`src/rtl/hazard_pkg.sv`:
```
// Shared types and constants for the ID-stage hazard controller.
package hazard_pkg;

  localparam int unsigned REG_W            = 5;
  localparam int unsigned DRAIN_CYCLES_DEF = 3;
  localparam int unsigned CNT_W_DEF        = 32;

  // addi x0, x0, 0 -- loaded into IF/ID when if_id_flush is set
  localparam logic [31:0] NOP_INSTR = 32'h00000013;

  typedef enum logic [1:0] {
    RUN    = 2'd0,
    DRAIN  = 2'd1,
    HALTED = 2'd2
  } hz_state_e;

  // Pipeline register controls produced each cycle
  typedef struct packed {
    logic pc_write;
    logic if_id_write;
    logic if_id_flush;
    logic id_ex_bubble;
    logic pipe_freeze;
  } hz_ctrl_t;

  localparam hz_ctrl_t CTRL_RESET = '{
    pc_write:     1'b0,
    if_id_write:  1'b0,
    if_id_flush:  1'b1,
    id_ex_bubble: 1'b1,
    pipe_freeze:  1'b0
  };

  localparam hz_ctrl_t CTRL_IDLE = '{
    pc_write:     1'b0,
    if_id_write:  1'b0,
    if_id_flush:  1'b0,
    id_ex_bubble: 1'b0,
    pipe_freeze:  1'b0
  };

endpackage

```
`src/rtl/hazard_control_if.sv`:
```
// Pipeline-side view of the hazard controller: hazard sources in, stall/flush controls out.
interface hazard_control_if #(
  parameter int unsigned CNT_W = 32
);
  logic [4:0]       id_rs1;
  logic [4:0]       id_rs2;
  logic             id_use_rs1;
  logic             id_use_rs2;
  logic             id_is_halt;
  logic [4:0]       id_ex_rd;
  logic             id_ex_mem_read;
  logic             ex_redirect;
  logic             dmem_ready;
  logic             mem_access;

  logic             pc_write;
  logic             if_id_write;
  logic             if_id_flush;
  logic             id_ex_bubble;
  logic             pipe_freeze;
  logic             is_halted;
  logic [CNT_W-1:0] stall_count;
  logic [CNT_W-1:0] flush_count;

  modport master (
    output id_rs1, id_rs2, id_use_rs1, id_use_rs2, id_is_halt,
           id_ex_rd, id_ex_mem_read, ex_redirect, dmem_ready, mem_access,
    input  pc_write, if_id_write, if_id_flush, id_ex_bubble, pipe_freeze,
           is_halted, stall_count, flush_count
  );

  modport slave (
    input  id_rs1, id_rs2, id_use_rs1, id_use_rs2, id_is_halt,
           id_ex_rd, id_ex_mem_read, ex_redirect, dmem_ready, mem_access,
    output pc_write, if_id_write, if_id_flush, id_ex_bubble, pipe_freeze,
           is_halted, stall_count, flush_count
  );
endinterface

```
`src/rtl/hazard_control_load_use_detect.sv`:
```
// Load-use comparator: a load in ID/EX whose destination feeds an operand read in ID.
module load_use_detect
  import hazard_pkg::*;
(
  input  logic [REG_W-1:0] id_rs1,
  input  logic [REG_W-1:0] id_rs2,
  input  logic             id_use_rs1,
  input  logic             id_use_rs2,
  input  logic [REG_W-1:0] id_ex_rd,
  input  logic             id_ex_mem_read,
  output logic             load_use_c
);

  logic rs1_hit;
  logic rs2_hit;

  assign rs1_hit    = id_use_rs1 && (id_rs1 == id_ex_rd);
  assign rs2_hit    = id_use_rs2 && (id_rs2 == id_ex_rd);
  // x0 is hardwired, so a load targeting it never produces a usable value
  assign load_use_c = id_ex_mem_read && (id_ex_rd != '0) && (rs1_hit || rs2_hit);

endmodule

```
`src/rtl/hazard_control.sv`:
```
// ID-stage stall/flush controller: load-use stalls, redirect squashes, dmem freezes, halt drain.
module hazard_control
  import hazard_pkg::*;
#(
  parameter int unsigned DRAIN_CYCLES = DRAIN_CYCLES_DEF,
  parameter int unsigned CNT_W        = CNT_W_DEF
) (
  input  logic             clk,
  input  logic             reset,
  hazard_control_if.slave  hz
);

  localparam int unsigned DW = (DRAIN_CYCLES > 1) ? $clog2(DRAIN_CYCLES) : 1;
  localparam logic [DW-1:0] DRAIN_INIT = DW'(DRAIN_CYCLES - 1);

  logic             load_use;
  logic             mem_wait;

  hz_state_e        state_q, state_d;
  logic [DW-1:0]    drain_q, drain_d;
  logic             halted_q, halted_d;
  logic [CNT_W-1:0] stall_q, stall_d;
  logic [CNT_W-1:0] flush_q, flush_d;
  logic             flush_inc;
  hz_ctrl_t         ctrl_c;

  load_use_detect u_load_use_detect (
    .id_rs1         (hz.id_rs1),
    .id_rs2         (hz.id_rs2),
    .id_use_rs1     (hz.id_use_rs1),
    .id_use_rs2     (hz.id_use_rs2),
    .id_ex_rd       (hz.id_ex_rd),
    .id_ex_mem_read (hz.id_ex_mem_read),
    .load_use_c     (load_use)
  );

  assign mem_wait = hz.mem_access && !hz.dmem_ready;

  always_ff @(posedge clk or negedge reset) begin
    if (!reset) begin
      state_q  <= RUN;
      drain_q  <= '0;
      halted_q <= 1'b0;
      stall_q  <= '0;
      flush_q  <= '0;
    end else begin
      state_q  <= state_d;
      drain_q  <= drain_d;
      halted_q <= halted_d;
      stall_q  <= stall_d;
      flush_q  <= flush_d;
    end
  end

  always_comb begin
    state_d   = state_q;
    drain_d   = drain_q;
    halted_d  = halted_q;
    flush_inc = 1'b0;
    ctrl_c    = CTRL_IDLE;

    unique case (state_q)
      RUN: begin
        // Priority order: a frozen MEM stage masks everything; redirect squashes a wrong-path ID
        if (mem_wait) begin
          ctrl_c.pipe_freeze = 1'b1;
        end else if (hz.ex_redirect) begin
          ctrl_c.pc_write     = 1'b1;
          ctrl_c.if_id_flush  = 1'b1;
          ctrl_c.id_ex_bubble = 1'b1;
          flush_inc           = 1'b1;
        end else if (load_use) begin
          ctrl_c.id_ex_bubble = 1'b1;
        end else if (hz.id_is_halt) begin
          ctrl_c.id_ex_bubble = 1'b1;
          state_d             = DRAIN;
          drain_d             = DRAIN_INIT;
        end else begin
          ctrl_c.pc_write    = 1'b1;
          ctrl_c.if_id_write = 1'b1;
        end
      end

      DRAIN: begin
        ctrl_c.id_ex_bubble = 1'b1;
        ctrl_c.pipe_freeze  = mem_wait;
        if (!mem_wait) begin
          if (drain_q == '0) begin
            state_d  = HALTED;
            halted_d = 1'b1;
          end else begin
            drain_d = drain_q - DW'(1);
          end
        end
      end

      HALTED: begin
        ctrl_c.id_ex_bubble = 1'b1;
      end

      default: begin
        state_d = RUN;
      end
    endcase

    // Event counters saturate rather than wrap
    stall_d = stall_q;
    if ((state_q != HALTED) && !ctrl_c.pc_write && (stall_q != '1))
      stall_d = stall_q + CNT_W'(1);

    flush_d = flush_q;
    if (flush_inc && (flush_q != '1))
      flush_d = flush_q + CNT_W'(1);

    if (!reset)
      ctrl_c = CTRL_RESET;
  end

  assign hz.pc_write     = ctrl_c.pc_write;
  assign hz.if_id_write  = ctrl_c.if_id_write;
  assign hz.if_id_flush  = ctrl_c.if_id_flush;
  assign hz.id_ex_bubble = ctrl_c.id_ex_bubble;
  assign hz.pipe_freeze  = ctrl_c.pipe_freeze;
  assign hz.is_halted    = halted_q;
  assign hz.stall_count  = stall_q;
  assign hz.flush_count  = flush_q;

endmodule

```
`src/flat_wrapper.sv`:
```
// flat-port wrapper written by rule: the top's interface ports become plain ports
module hazard_control_flat import hazard_pkg::*;
#(
  parameter int unsigned DRAIN_CYCLES = DRAIN_CYCLES_DEF,
  parameter int unsigned CNT_W        = CNT_W_DEF
)
  (clk, reset, hz_id_rs1, hz_id_rs2, hz_id_use_rs1, hz_id_use_rs2, hz_id_is_halt, hz_id_ex_rd, hz_id_ex_mem_read, hz_ex_redirect, hz_dmem_ready, hz_mem_access, hz_pc_write, hz_if_id_write, hz_if_id_flush, hz_id_ex_bubble, hz_pipe_freeze, hz_is_halted, hz_stall_count, hz_flush_count);
  hazard_control_if #(.CNT_W(CNT_W)) hz_i ();
  input  logic clk;
  input  logic reset;
  input wire logic [$bits(hz_i.id_rs1)-1:0] hz_id_rs1;
  input wire logic [$bits(hz_i.id_rs2)-1:0] hz_id_rs2;
  input wire logic [$bits(hz_i.id_use_rs1)-1:0] hz_id_use_rs1;
  input wire logic [$bits(hz_i.id_use_rs2)-1:0] hz_id_use_rs2;
  input wire logic [$bits(hz_i.id_is_halt)-1:0] hz_id_is_halt;
  input wire logic [$bits(hz_i.id_ex_rd)-1:0] hz_id_ex_rd;
  input wire logic [$bits(hz_i.id_ex_mem_read)-1:0] hz_id_ex_mem_read;
  input wire logic [$bits(hz_i.ex_redirect)-1:0] hz_ex_redirect;
  input wire logic [$bits(hz_i.dmem_ready)-1:0] hz_dmem_ready;
  input wire logic [$bits(hz_i.mem_access)-1:0] hz_mem_access;
  output wire logic [$bits(hz_i.pc_write)-1:0] hz_pc_write;
  output wire logic [$bits(hz_i.if_id_write)-1:0] hz_if_id_write;
  output wire logic [$bits(hz_i.if_id_flush)-1:0] hz_if_id_flush;
  output wire logic [$bits(hz_i.id_ex_bubble)-1:0] hz_id_ex_bubble;
  output wire logic [$bits(hz_i.pipe_freeze)-1:0] hz_pipe_freeze;
  output wire logic [$bits(hz_i.is_halted)-1:0] hz_is_halted;
  output wire logic [$bits(hz_i.stall_count)-1:0] hz_stall_count;
  output wire logic [$bits(hz_i.flush_count)-1:0] hz_flush_count;
  assign hz_i.id_rs1 = hz_id_rs1;
  assign hz_i.id_rs2 = hz_id_rs2;
  assign hz_i.id_use_rs1 = hz_id_use_rs1;
  assign hz_i.id_use_rs2 = hz_id_use_rs2;
  assign hz_i.id_is_halt = hz_id_is_halt;
  assign hz_i.id_ex_rd = hz_id_ex_rd;
  assign hz_i.id_ex_mem_read = hz_id_ex_mem_read;
  assign hz_i.ex_redirect = hz_ex_redirect;
  assign hz_i.dmem_ready = hz_dmem_ready;
  assign hz_i.mem_access = hz_mem_access;
  assign hz_pc_write = hz_i.pc_write;
  assign hz_if_id_write = hz_i.if_id_write;
  assign hz_if_id_flush = hz_i.if_id_flush;
  assign hz_id_ex_bubble = hz_i.id_ex_bubble;
  assign hz_pipe_freeze = hz_i.pipe_freeze;
  assign hz_is_halted = hz_i.is_halted;
  assign hz_stall_count = hz_i.stall_count;
  assign hz_flush_count = hz_i.flush_count;
  hazard_control #(.DRAIN_CYCLES(DRAIN_CYCLES), .CNT_W(CNT_W)) u_core (.clk(clk), .reset(reset), .hz(hz_i));
endmodule
```
`config.mk`:
```
export PLATFORM = sky130hd
export DESIGN_NAME = hazard_control_flat
export DESIGN_NICKNAME = d
export VERILOG_FILES = /design/src/rtl/hazard_pkg.sv /design/src/rtl/hazard_control_if.sv /design/src/rtl/hazard_control_load_use_detect.sv /design/src/rtl/hazard_control.sv /design/src/flat_wrapper.sv
export SDC_FILE = /design/constraint.sdc
export NUM_CORES = 1
export LEC_CHECK = 0
export ABC_CLOCK_PERIOD_IN_PS = 5300
export CAP_MARGIN = 40
export CORE_MARGIN = 2
export CORE_UTILIZATION = 45
export DETAILED_ROUTE_END_ITERATION = 10
export PLACE_DENSITY = 0.71
export SETUP_SLACK_MARGIN = 0.3
export SLEW_MARGIN = 20
export SYNTH_ARGS = -nofsm -noshare
export SYNTH_HDL_FRONTEND = slang
export SYNTH_HIERARCHICAL = 1
export SYNTH_SLANG_ARGS = --single-unit
```
`constraint.sdc`:
```
create_clock -name clk -period 5.3 [get_ports clk]
set_input_delay 1.06 -clock clk [delete_from_list [all_inputs] [get_ports clk]]
set_output_delay 1.06 -clock clk [all_outputs]
set_load 0.02 [all_outputs]
```
Yosys cells after proc, flatten, opt, wreduce, memory -nomap -nowiden --
Index checks and enable logic that the tools add are counted.
Storage, ports and cells: output and inout port bits 70, register bits after elaboration 69, input bits 24
Cells by class: bitwise gates (word level) 2, equal/unequal tests 14, add/sub/neg operators 3, multiplexer cells 30, reductions and logical operators 19
Operator list (count):
- 32-bit by 1-bit adder with 32-bit output (second input constant) | 2
- 32-bit inequality test (second input constant) | 2
- 2-bit 2-to-1 mux | 14
- 2-bit inequality test (second input constant) | 7
- 7-bit AND reduction | 2
- 5-bit == test | 2
- 1-bit 2-to-1 mux | 9
- 1-bit logical AND | 8
- 2-bit case mux with 3 select lines | 1
- 5-bit 2-to-1 mux | 1
- 5-bit nonzero test | 1
- 2-bit logical NOT | 2
- 4-bit 2-to-1 mux | 1
- 1-bit case mux with 2 select lines | 2
- 2-bit case mux with 2 select lines | 1
- 3-bit 2-to-1 mux | 1
- 3-bit AND reduction | 1
- 2-bit by 1-bit == test with 1-bit output (second input constant) | 1
- 2-bit == test (second input constant) | 1
- 1-bit logical NOT | 2
- 2-bit by 1-bit inequality test with 1-bit output (second input constant) | 1
- 1-bit inverter | 2
- 2-bit nonzero test | 1
- 2-bit OR reduction | 1
- other kinds (2) | 2

Depth between registers and ports, before layout --
Gate-level depths: netlist of the first run.
word-level depth 11, depth in mapped cells 10

By module --
The synthesis of the first run kept the hierarchy.
Modules (own cells, without submodules):
- hazard_control | cells each 354, area each 3672.3 µm², sequential area each 1726.7 µm², instances 1
- load_use_detect | cells each 17, area each 133.9 µm², sequential area each 0.0 µm², instances 1

Least setup slack after synthesis of the first run --
Ideal clock, no wire load.
path type input-to-output, start point input port hz_id_ex_rd[0], end point output port hz_id_ex_bubble, buffers on the path 0, setup slack 1.790 ns, stages on the path 6, data arrival time 2.450 ns, cell sequence or4_1 o21ai_1 a21oi_1 or3_1 a31oi_1 o21ai_0
Between the ends: cells in the longest elaborated chain, start to end 9, elaborated cells on any way between the ends 13, classes of those cells eq/ne: 2; mux: 5; reduce/logical: 6
RTL lines:
- start: declaration | line flat_wrapper.sv:16 | input wire logic [$bits(hz_i.id_ex_rd)-1:0] hz_id_ex_rd;
- 5-bit == test (on tied branches) | line hazard_control_load_use_detect.sv:17, hazard_control_load_use_detect.sv:18
- 1-bit logical AND (on tied branches) | line hazard_control_load_use_detect.sv:17, hazard_control_load_use_detect.sv:18
- 1-bit logical OR | line hazard_control_load_use_detect.sv:20 | assign load_use_c = id_ex_mem_read && (id_ex_rd != '0) && (rs1_hit || rs2_hit);
- 1-bit logical AND * | line hazard_control_load_use_detect.sv:20
- named net u_core.load_use | line hazard_control.sv:16 | logic load_use;
- 1-bit 2-to-1 mux * | line hazard_control.sv:72 | end else if (load_use) begin
- 1-bit 2-to-1 mux * | line hazard_control.sv:67 | end else if (hz.ex_redirect) begin
- 4-bit 2-to-1 mux * | line hazard_control.sv:65 | if (mem_wait) begin
- 1-bit case mux with 2 select lines * | line hazard_control.sv:62 | unique case (state_q)
- 5-bit 2-to-1 mux * | line hazard_control.sv:115 | if (!reset)
- end: declaration | line flat_wrapper.sv:24 | output wire logic [$bits(hz_i.id_ex_bubble)-1:0] hz_id_ex_bubble;
The timed path passes the listed nets; every way through them passes the cells marked *.

Final worst setup path of the first run --
Same ends and word-level chain as after synthesis.

==> results of run 1 <==
[layout make-up]
cell class              instances  area [sq um]  area share (%)
repair buffers                 95           941            18.7
inverters                      10          37.5           0.746
multi-input cells             284          1990            39.6
clock buffers                  13           159            3.16
clock inverters                 3          43.8           0.871
flip-flops and latches         69          1730            34.3
well taps                     105           131            2.61
[where the power goes]
part	internal, mW	switching, mW
clock	0.244	0.196
combinational	0.0220	0.0232
sequential	0.527	0.000203
total	0.792	0.219
[synthesized netlist by cell type, types with 2 or more instances]
master    count  area share, %
a21oi_1       6           0.79
a31oi_1       2           0.33
and2_1        3           0.49
and3_1       17            2.8
and4_1       11            2.5
and4bb_2      2           0.66
buf_2         2           0.26
buf_4         5           0.99
dfrtp_1      69             45
ha_1          7            2.3
inv_1        10           0.99
mux2_2        3           0.89
mux2i_1       3           0.79
nand2_1      29            2.9
nand2b_1      4           0.66
nand3_1      33            4.3
nand4_1      25            4.1
nor2_1       20            2.0
nor2b_1       2           0.33
nor3_1       14            1.8
nor3b_1       3           0.59
nor4_1        4           0.66
nor4_2        2           0.66
o21ai_0       2           0.26
o21bai_1      2           0.39
or3_1         2           0.33
or4_1         2           0.39
xnor2_1      37            8.5
xor2_1       31            7.1
[worst paths after layout]
path                                              to  slack [ns]  cells past startpoint
min                        u_core/hz.stall_count[11]        0.49                      1
max in group asynchronous  u_core/hz.flush_count[24]        3.61                      2
max reg2reg                u_core/hz.flush_count[15]        2.89                      7
max                                  hz_id_ex_bubble        0.81                      8
min in group asynchronous   u_core/hz.stall_count[0]        0.68                      1
min reg2reg                u_core/hz.stall_count[11]        0.49                      1
[sequential cells by signal (all words and copies together) (netlist names)]
| signal | flops |
|---|---|
| u_core/drain_q | 2 |
| u_core/hz.flush_count | 32 |
| u_core/hz.is_halted | 1 |
| u_core/hz.stall_count | 32 |
| u_core/state_q | 2 |
[layer usage]
| metal | GRT usage [%] | up-vias | wire length, um |
|---|---|---|---|
| met1 | 27.8 | 1565 | 3970 |
| met2 | 31.4 | 83 | 4300 |
| met3 | 3.45 | 13 | 414 |
| met4 | 8.21 | 0 | 128 |
| met5 | 0 | - | 0 |
| li1 | - | 1533 | - |
[worst reg2reg max path: cells and delay by family (launching register included)]
family,cells,cell delay [ns]
simple gates,4,1.30
flops,1,0.40
xor+xnor,1,0.13
buf+inv,1,0.10
fa+ha+maj,1,0.37
[cells by family (layout without fill, tap and decap cells)]
kind of cell    Yosys count  in the layout  share of synthesized area [%]
simple gates            182            182                           28.4
xor+xnor                 68             68                           15.6
mux                       7              7                           2.07
flops                    69             69                           45.4
buf+inv                  18            121                           2.33
fa+ha+maj                 7              7                           2.30
compound gates           20             20                           3.88
[per-stage QoR]
stage / power, mW / area [sq um] / hold WS (ns) / util (%)
2_1_floorplan: 0.549 / 3810 / 0.479 / -
3_3_place_gp: 0.583 / 4830 / 0.479 / 58.7
3_5_place_dp: 0.584 / 4830 / 0.480 / 58.7
4_1_cts: 1.02 / 5030 / 0.494 / 61.2
5_1_grt: 1.05 / 5030 / 0.507 / 61.2
6_report: 1.01 / 5030 / 0.486 / 61.2
==> results_dict.tcl, run 1 <==
set metrics [dict create \
    period_needed_ns 4.49 \
    crit_required_ns 4.24 \
    fin_cells 579 \
    cts_sinks 69 \
    hold_buffers 0 \
    grt_pass1_wl_mm 14.3 \
    cts_resized 0 \
    syn_avg_cell_area_sq_um 10.3 \
    post_cts_buffers 0 \
    clk_transition_reported_paths_ns 0.07 \
    async_flop_share_pct 100 \
    grt.total_usage_pct 20.1 \
    ys_ff_latch 69 \
    clockBufferDepth 2 \
    drv_slew 0 \
    dp_hpwl_mm 6.69 \
    antenna_left 0 \
    dieArea_sq_mm 0.00921 \
    io_buffer_count 93 \
    drc_errors 0 \
    startpoint "hz_id_ex_rd[0]" \
    cts_root_buf "clkbuf_8" \
    nFillCells 715 \
    synth_edf_count 0 \
    syn_nets 402 \
    antenna_found_initial 0 \
    hp-class "reg2reg" \
    grt_remaining_overflow 0 \
    finalHoldViolCount 0 \
    io_pins 94 \
    clk_latency_ns 0.34 \
    chipHeight_um 96.0 \
    htreeDepth 3 \
    min_from "u_core/hz.stall_count[11]" \
    syn_area_sq_mm 0.00381 \
    outcome "finished, final reports clean" \
    powerDensity_mw_per_mm2 201 \
    place.gp.congestion 0.838 \
    skew_ns 0.0105 \
    critical_path_class "in2out" \
    setup_viol 0 \
    vdd_drop_max_v 0.000132 \
    die_w_um 96.0 \
    final_common_cell "clkdlybuf4s50_1" \
    rows 33 \
    cts_made_buffers 9 \
    crit_top_cell "clkdlybuf4s50_1" \
    yosys_warnings 6 \
    fmax_ghz 0.223 \
    final_cell_mix "clkdlybuf4s50_1, dfrtp_1, xnor2_1" \
    r2r_start "u_core/state_q[1]" \
    crit_chain "clkdlybuf4s50_1, or4_1, o21ai_1, a21oi_1, or3_1, a31oi_1, o21ai_0, clkdlybuf4s50_1" \
    dp_slack_ns 0.803 \
    synthToLayoutAreaGrowth_pct 32.1 \
    num_antenna_cells 0 \
    wl_mm 8.82 \
    drt_first_pass_iters 4 \
    rsz0062_at_grt "no" \
    grt_max_degree 52 \
    viasPerCell 5.52 \
    start_util_pct 46.3 \
    drtIter0Drc 162 \
    tritoncts "yes" \
    worst-path-buf-inv 2 \
    slowest_delay_ns 0.57 \
    setup_ws_ns 0.808 \
    crit_family "buffers and inverters" \
    maxSlewHeadroom_pct 56.4 \
    leakagePower_nw 2.17 \
    yosysSeqAreaShare_pct 45.4 \
    ys.flop_type "dfrtp_1" \
    startpoint_type "input pin" \
    synth_cell_types 48 \
    cap_violations 0 \
    nets 500 \
    synth_cells 371 \
    cp.arrival_ns 3.43 \
    grt_pass1_vias 2976 \
    dp_cells 563 \
    wl_per_cell_um 15.2 \
    cp-end-kind "output port" \
    tightestPinTransition_ns 0.644 \
    vias 3194 \
    layout-drive-gt1-share_pct 7.17 \
    coreArea_sq_mm 0.00822 \
    cp_max_fo 3 \
    setup_tns_ns 0 \
    slowest_stage "clkdlybuf4s50_1" \
    post-route-period-util_pct 84.8 \
]
Note: power is estimated with default switching activity, not from simulation.
==> inputs of run 2 (changes only) <==
--- a/config.mk
+++ b/config.mk
@@ -5,7 +5,7 @@
 export SDC_FILE = /design/constraint.sdc
 export NUM_CORES = 1
 export LEC_CHECK = 0
-export ABC_CLOCK_PERIOD_IN_PS = 5300
+export ABC_CLOCK_PERIOD_IN_PS = 4400
 export CAP_MARGIN = 40
 export CORE_MARGIN = 2
 export CORE_UTILIZATION = 45
==> constraint.sdc (replaced) <==
create_clock -name clk -period 4.4 [get_ports clk]
set_input_delay 0.88 -clock clk [delete_from_list [all_inputs] [get_ports clk]]
set_output_delay 0.88 -clock clk [all_outputs]
set_load 0.02 [all_outputs]
==> run 2 against run 1 <==
Critical path depth unchanged. First-iteration DRC count is 2.5% lower. Setup slack got worse by 0.31 ns. Non-clock buffer count is the same. Highest routed layer unchanged. Clock power is essentially flat. Cell area decreased by 0.80%. Cell count is 0.17% lower. Utilization decreased by 0.49 points. Clock-buffer cell count unchanged. Clock skew about the same. Critical endpoint unchanged. Flip-flop and latch count stayed put. Largest power group unchanged. Hold slack worse by 0.0023 ns.
==> results_dict.tcl, run 2 (synthesis gave the netlist of run 1 again) <==
set metrics [dict create \
    clockBufferDepth 2 \
    antenna_left 0 \
    dp_cells 563 \
    grt.total_usage_pct 20.3 \
    antenna_found_initial 0 \
    num_antenna_cells 0 \
    drtIter0Drc 158 \
    post_cts_buffers 0 \
    post-route-cell-area_sq_mm 0.00499 \
    drv_slew 0 \
    fmax_ghz 0.256 \
    cp_max_fo 3 \
    layout-drive-gt1-share_pct 6.77 \
    clk_latency_ns 0.33 \
    wl_mm 8.89 \
    rsz0062_at_grt "no" \
    grt_pass1_wl_mm 14.5 \
    dp_hpwl_mm 6.79 \
    cap_violations 0 \
    critical_path_class "in2out" \
    start_util_pct 46.3 \
    post-route-period-util_pct 88.6 \
    setup_tns_ns 0 \
    chipHeight_um 96.0 \
    cts_root_buf "clkbuf_8" \
    cts_sinks 69 \
    leakagePower_nw 2.18 \
    finalHoldViolCount 0 \
    fin_cells 578 \
    period_needed_ns 3.90 \
    setup_viol 0 \
    cp-end-kind "output port" \
    drc_errors 0 \
    rows 33 \
    setup_ws_ns 0.500 \
    place.gp.congestion 0.845 \
    crit_required_ns 3.52 \
    grt_remaining_overflow 0 \
    htreeDepth 3 \
    coreArea_sq_mm 0.00822 \
    dieArea_sq_mm 0.00921 \
    tightestPinTransition_ns 0.670 \
    grt_pass1_vias 2963 \
    final_cell_mix "clkdlybuf4s50_1, dfrtp_1, xnor2_1" \
    vdd_drop_max_v 0.000126 \
    cts_made_buffers 9 \
    fin_total_pwr_mw 1.13 \
    final_common_cell "clkdlybuf4s50_1" \
    drt_first_pass_iters 6 \
    rrSetupSlack_ns 1.97 \
    synthToLayoutAreaGrowth_pct 31.1 \
    outcome "finished, final reports clean" \
    viasPerCell 5.51 \
    hp-class "in2async" \
    finish.utilization_pct 60.7 \
    nFillCells 714 \
    skew_ns 0.0104 \
    powerDensity_mw_per_mm2 226 \
    startpoint_type "input pin" \
    io_buffer_count 93 \
    clk_transition_reported_paths_ns 0.07 \
    place_area_sq_mm 0.00483 \
    grt_max_degree 55 \
    wl_per_cell_um 15.4 \
    cp.arrival_ns 3.02 \
    tritoncts "yes" \
    dp_slack_ns 0.266 \
    nets 500 \
    maxSlewHeadroom_pct 54.6 \
    io_pins 94 \
    whs_ns 0.483 \
    vias 3187 \
    die_w_um 96.0 \
]
==> run 2: cell types whose count changed in the layout (fill, tap and decap cells not counted) <==
cell	previous run	this run
clkinv_2	1	2
bufinv_16	1	0
clkbuf_1	2	3
clkbuf_8	11	10
clkinv_4	1	0
dlymetal6s2s_1	0	2
dlygate4sd2_1	0	1
clkdlybuf4s50_1	92	89
==> run 2: layout make-up <==
cell class	instances	area, sq um	share of cell area (%)
repair buffers	95	945	18.9
inverters	10	37.5	0.752
multi-input cells	284	1990	39.9
flip-flops and latches	69	1730	34.6
clock inverters	2	10.0	0.201
well taps	105	131	2.63
clock buffers	13	149	2.98
==> run 2: where the power goes <==
part | total [mW] | switching (mW) | internal, mW
Combinational | 0.0553 | 0.0288 | 0.0266
Sequential | 0.635 | 0.000236 | 0.635
Clock | 0.437 | 0.221 | 0.216
==> run 2: what timing repair did <==
item,in CTS,in global routing
hold buffers,0,0
hold endpoints to repair,0,0
resized for setup,1,2
endpoints found under the setup margin,1,2
==> run 2: worst max-delay path, stage by stage <==
cell             delay, ns
clkdlybuf4s50_1       0.46
or4_1                 0.54
o21ai_1               0.13
a21oi_1               0.07
or3_1                 0.34
a31oi_1               0.16
o21ai_0               0.09
dlygate4sd2_1         0.36
==> run 2: worst paths after layout <==
check | cells past startpoint | start | to
worst max-delay path | 8 | hz_id_ex_rd[0] | hz_id_ex_bubble
worst min-delay path | 1 | reset | u_core/hz.stall_count[8]
worst max register to register | 7 | u_core/state_q[1] | u_core/hz.flush_count[19]
worst min register to register | 1 | u_core/hz.stall_count[11] | u_core/hz.stall_count[11]
max in group asynchronous | 2 | reset | u_core/hz.stall_count[18]
min in group clk | 1 | u_core/hz.stall_count[11] | u_core/hz.stall_count[11]
==> run 2: metal layers <==
metal  routed length [um]  track usage, %
met5                    0               0
met4                   82            5.00
met3                  451            5.09
met2                 4240            32.3
met1                 4120            27.9
==> inputs of run 3 (changes only) <==
--- a/config.mk
+++ b/config.mk
@@ -6,7 +6,7 @@
 export NUM_CORES = 1
 export LEC_CHECK = 0
 export ABC_CLOCK_PERIOD_IN_PS = 4400
-export CAP_MARGIN = 40
+export CAP_MARGIN = 20
 export CORE_MARGIN = 2
 export CORE_UTILIZATION = 45
 export DETAILED_ROUTE_END_ITERATION = 10
==> results of run 3 <==
Same layout as run 2: the final DEF is identical, and so are final timing and power.
